===== src/rtl/wb_write_arbiter.sv =====
// Register-file writeback arbiter: the main pipeline has priority, while MDU results queue in a
// FIFO and are guaranteed a slot within a bounded number of cycles.
module wb_write_arbiter #(
  parameter int unsigned MDU_DEPTH    = 4,
  parameter int unsigned STARVE_LIMIT = 8
) (
  input  logic                         clk,
  input  logic                         rstn,
  input  logic                         pipe_valid,
  input  logic [4:0]                   pipe_rd,
  input  logic [31:0]                  pipe_data,
  output logic                         pipe_ready,
  input  logic                         mdu_valid,
  input  logic [4:0]                   mdu_rd,
  input  logic [31:0]                  mdu_data,
  output logic                         mdu_ready,
  output logic                         reg_write,
  output logic [4:0]                   rd,
  output logic [31:0]                  write_data,
  output logic [31:0]                  busy_mask,
  output logic [$clog2(MDU_DEPTH):0]   fifo_count
);

  localparam int unsigned PW = $clog2(MDU_DEPTH);
  localparam int unsigned CW = PW + 1;
  localparam int unsigned SW = $clog2(STARVE_LIMIT + 1);

  logic [PW-1:0]        r_wptr, r_rptr;
  logic [CW-1:0]        r_count;
  logic [SW-1:0]        r_starve;
  logic [MDU_DEPTH-1:0] r_vld;
  logic [4:0]           r_mem_rd   [MDU_DEPTH];
  logic [31:0]          r_mem_data [MDU_DEPTH];
  logic                 r_reg_write;
  logic [4:0]           r_rd;
  logic [31:0]          r_write_data;

  logic [PW-1:0]        w_wptr_nxt, w_rptr_nxt;
  logic [CW-1:0]        w_count_nxt;
  logic [SW-1:0]        w_starve_nxt;
  logic [MDU_DEPTH-1:0] w_vld_nxt;
  logic                 w_reg_write_nxt;
  logic [4:0]           w_rd_nxt;
  logic [31:0]          w_write_data_nxt;
  logic                 w_pipe_ready, w_mdu_ready, w_empty;
  logic                 w_pipe_win, w_deq, w_enq;
  logic [31:0]          w_busy;

  // Handshake decode; readies depend on registered state only
  assign w_pipe_ready = (r_starve != SW'(STARVE_LIMIT));
  assign w_mdu_ready  = (r_count < CW'(MDU_DEPTH));
  assign w_empty      = (r_count == '0);
  // A zero-destination pipeline transfer is absorbed without claiming the write port
  assign w_pipe_win   = pipe_valid & w_pipe_ready & (pipe_rd != 5'd0);
  assign w_deq        = ~w_pipe_win & ~w_empty;
  assign w_enq        = mdu_valid & w_mdu_ready & (mdu_rd != 5'd0);

  // Next-state for FIFO bookkeeping, starvation counter and the write port
  always_comb begin
    w_wptr_nxt       = r_wptr;
    w_rptr_nxt       = r_rptr;
    w_count_nxt      = r_count;
    w_starve_nxt     = r_starve;
    w_vld_nxt        = r_vld;
    w_reg_write_nxt  = 1'b0;
    w_rd_nxt         = r_rd;
    w_write_data_nxt = r_write_data;

    if (w_deq) begin
      w_vld_nxt[r_rptr] = 1'b0;
      w_rptr_nxt        = r_rptr + PW'(1);
    end
    if (w_enq) begin
      w_vld_nxt[r_wptr] = 1'b1;
      w_wptr_nxt        = r_wptr + PW'(1);
    end
    case ({w_enq, w_deq})
      2'b10:   w_count_nxt = r_count + CW'(1);
      2'b01:   w_count_nxt = r_count - CW'(1);
      default: w_count_nxt = r_count;
    endcase

    if (w_empty || w_deq)
      w_starve_nxt = '0;
    else if (w_pipe_win)
      w_starve_nxt = r_starve + SW'(1);

    if (w_pipe_win) begin
      w_reg_write_nxt  = 1'b1;
      w_rd_nxt         = pipe_rd;
      w_write_data_nxt = pipe_data;
    end else if (w_deq) begin
      w_reg_write_nxt  = 1'b1;
      w_rd_nxt         = r_mem_rd[r_rptr];
      w_write_data_nxt = r_mem_data[r_rptr];
    end
  end

  always_ff @(posedge clk or negedge rstn) begin
    if (!rstn) begin
      r_wptr       <= '0;
      r_rptr       <= '0;
      r_count      <= '0;
      r_starve     <= '0;
      r_vld        <= '0;
      r_reg_write  <= 1'b0;
      r_rd         <= '0;
      r_write_data <= '0;
    end else begin
      r_wptr       <= w_wptr_nxt;
      r_rptr       <= w_rptr_nxt;
      r_count      <= w_count_nxt;
      r_starve     <= w_starve_nxt;
      r_vld        <= w_vld_nxt;
      r_reg_write  <= w_reg_write_nxt;
      r_rd         <= w_rd_nxt;
      r_write_data <= w_write_data_nxt;
    end
  end

  // Payload storage; entry validity is tracked separately, so no reset is needed
  always_ff @(posedge clk) begin
    if (w_enq) begin
      r_mem_rd[r_wptr]   <= mdu_rd;
      r_mem_data[r_wptr] <= mdu_data;
    end
  end

  always_comb begin
    w_busy = '0;
    for (int i = 0; i < int'(MDU_DEPTH); i++) begin
      if (r_vld[i]) w_busy = w_busy | (32'(1) << r_mem_rd[i]);
    end
    w_busy[0] = 1'b0;
  end

  assign pipe_ready = w_pipe_ready;
  assign mdu_ready  = w_mdu_ready;
  assign reg_write  = r_reg_write;
  assign rd         = r_rd;
  assign write_data = r_write_data;
  assign busy_mask  = w_busy;
  assign fifo_count = r_count;

endmodule


===== config.mk =====
export PLATFORM = sky130hd
export DESIGN_NAME = wb_write_arbiter
export DESIGN_NICKNAME = d
export VERILOG_FILES = /design/src/rtl/wb_write_arbiter.sv
export SDC_FILE = /design/constraint.sdc
export NUM_CORES = 1
export LEC_CHECK = 0
export ABC_CLOCK_PERIOD_IN_PS = 5820
export BUFFER_PORTS_ARGS = -buffer_cell sky130_fd_sc_hd__buf_2
export CAP_MARGIN = 20
export CORE_UTILIZATION = 60
export CTS_CLUSTER_SIZE = 24
export DETAILED_ROUTE_END_ITERATION = 12
export GPL_TIMING_DRIVEN = 0
export HOLD_SLACK_MARGIN = 0.02
export PLACE_DENSITY = 0.9
export SYNTH_ARGS = -nofsm -noshare
export SYNTH_HDL_FRONTEND = slang
export SYNTH_SLANG_ARGS = --single-unit

===== constraint.sdc =====
create_clock -name clk -period 5.82 [get_ports clk]
set_clock_uncertainty 0.2 [all_clocks]
set_input_delay 1.164 -clock clk [delete_from_list [all_inputs] [get_ports clk]]
set_output_delay 1.164 -clock clk [all_outputs]
set_load 0.01 [all_outputs]

==> flow_summary.json <==
{
  "insertion_delay_ps": 500,
  "start_util": 0.6145,
  "dieArea_mm2": 0.01532,
  "p_total_mw": 4.785,
  "antenna_cells": 0,
  "cts_root_buf": "clkbuf_16",
  "r2r_slack_ps": 3140,
  "period_needed_ps": 3838,
  "finalSetupViolCount": 0,
  "place_ws_ps": 2077,
  "netlist.area_leader.share": 0.4995,
  "rsz0062_at_grt": "false",
  "synthTopCellsByCount": "148 x edfxtp_1, 90 x nand2_1, 53 x dfrtp_1, 43 x nor2_1, 37 x mux4_2",
  "grt_pass1_wl_um": 35360,
  "critical_path_arrival_ps": 2470,
  "cts_tree": "yes",
  "synth_most_common_cell": "edfxtp_1",
  "overflow": 0,
  "synthArstFlopShare": 0.2637,
  "ys_seq_area_frac": 0.6486,
  "die_x_um": 123.8,
  "place_hpwl_um": 16050,
  "run_status": "complete, no violations",
  "grtUsageTotal": 0.3130,
  "yosys-top-cells-area": "edfxtp_1 50%, dfrtp_1 15%, mux4_2 9.4%",
  "core_area_mm2": 0.01448,
  "crit_required_ps": 4460,
  "area_growth_pct": 19.42,
  "cts_buffers": 20,
  "io_buffers": 151,
  "powerDensity_mw_per_mm2": 450.4,
  "yosysWarnings": 0,
  "fmax_mhz": 260.5,
  "syn_area_mm2": 0.008897,
  "drt.antenna.violating_nets": 0,
  "worst_pin_slew_ps": 1136,
  "min_path_type": "reg -> reg",
  "syn_avg_cell_area_um2": 14.33,
  "gp_congestion": 0.9303,
  "fp.dieH_um": 123.8,
  "drc": 0,
  "clockBufferDepth": 3,
  "dp.cells": 961,
  "dr.pass1.iters": 11,
  "htree_levels": 1,
  "wl_per_cell_um": 23.76,
  "drive_above_1_share": 0.3321,
  "wl_um": 23690,
  "drv_slew": 0,
  "synthFlopType": "edfxtp_1",
  "antenna_found_initial": 0,
  "cts_setup_buffers": 0,
  "crit_path_end_kind": "output pin",
  "syn-num-nets": 711,
  "avgViaCountPerCell": 6.520,
  "grt_max_degree": 39,
  "synthDistinctLibCells": 41,
  "path_clk_slew_ps": 60,
  "cts_resized": 0,
  "vias": 6500,
  "hold-worst-slack_ps": 330.2,
  "initialDrtViolationCount": 563,
  "ctsHoldBuffers": 0,
  "final-instance-count-excl-fill": 997,
  "cts.sinks": 201,
  "max-cap-violations": 0,
  "pin_count": 153,
  "hold_viol": 0,
  "worstPathMaxFanout": 7,
  "yosys.area.top_type": "edfxtp_1",
  "path_class": "reg -> out",
  "fin_ws_ps": 1982,
  "critPathLaunchType": "flop",
  "synth_edf_count": 148,
  "finalSetupTns_ps": 0,
  "final_nets": 889,
  "row_count": 44,
  "worst_ir_drop_vdd_mv": 0.3350,
  "syn_inst": 621,
  "synth_seq_cells": 201,
  "p_leak_nw": 4.059,
  "slew-limit-headroom": 0.2409,
  "grt_pass1_vias": 6503,
  "finalCritPeriodShare": 0.6595
}
==> cells in the final DEF, fill, tap and decap left out, drive strengths merged, types with 13 or more instances in the layout <==
cell type	count
buf	175
inv	13
dfrtp	53
nand3	18
mux4	37
a31oi	35
clkbuf	41
nor2	53
edfxtp	148
nand2	90
==> final timing paths <==
| check | startpoint | endpoint | cells after the start |
|---|---|---|---|
| hold reg to reg | r_starve[0]$_DFFE_PN0P_ | r_starve[0]$_DFFE_PN0P_ | 1 |
| hold / removal | r_starve[0]$_DFFE_PN0P_ | r_starve[0]$_DFFE_PN0P_ | 1 |
| setup reg to reg | r_starve[0]$_DFFE_PN0P_ | fifo_count[2]$_DFFE_PN0P_ | 12 |
| setup / recovery | r_mem_rd[1][3]$_DFFE_PP_ | busy_mask[1] | 4 |
| max in group asynchronous | rstn | reg_write$_DFF_PN0_ | 2 |
| min in group asynchronous | rstn | write_data[25]$_DFFE_PN0P_ | 1 |
==> metal layers <==
metal  vias to the layer above  wire [um]  share of wire  GRT usage
li1                       2748          -              -          -
met1                      3187       8641           0.36     0.4024
met2                       460      11760           0.50     0.5069
met3                       105       2086          0.088    0.06227
met4                         0       1200          0.051     0.1657
met5                         -          0              0          0
==> cell type report <==
cell class                 instances  area (um2)
inverter                          12       45.04
multi-input combinational        373        2893
tap                              184       230.2
buffer                            35       193.9
fill                             904        3854
clock buffer                      25       519.2
sequential                       201        5771
clock inverter                    11       117.6
timing repair buffer             156       855.8
==> worst max-delay path, cell delays in order, from the launching register on <==
cell and delay (ps):
edfxtp_1 460, nor3b_1 950, a22oi_1 220, o221ai_1 170, buf_2 190
==> state kept, by name (all words and copies together), names as in the netlist <==
name        cells
reg_write       1
r_wptr          2
r_vld           4
r_rptr          2
fifo_count      3
r_mem_rd       20
r_starve        4
r_mem_data    128
rd              5
write_data     32
==> cells by family (layout without fill, tap and decap cells) <==
logic type / count (synthesis) / count (layout) / synth area share
simple gates: 210 / 210 / 0.1129
flops: 201 / 201 / 0.6486
compound gates: 104 / 104 / 0.09056
buf+inv: 47 / 239 / 0.02686
mux: 39 / 39 / 0.09605
fa+ha+maj: 12 / 12 / 0.01772
xor+xnor: 7 / 7 / 0.006891
other cells: 1 / 1 / 0.0004215
==> power by group <==
group	internal (mW)	switching, mW	leakage [nW]	total [mW]
logic	0.644	0.886	1.79	1.53
registers	1.84	0.166	1.96	2.00
clock network	0.727	0.524	0.306	1.25
total	3.21	1.58	4.06	4.79
==> metrics by stage <==
stage / area, um2 / utilization
floorplan: 8897 / -
global placement: 9883 / 0.6826
detailed placement: 9988 / 0.6899
CTS: 10630 / 0.7338
global route: 10630 / 0.7338
finish: 10630 / 0.7338
Note: power is estimated with default switching activity, not from simulation.
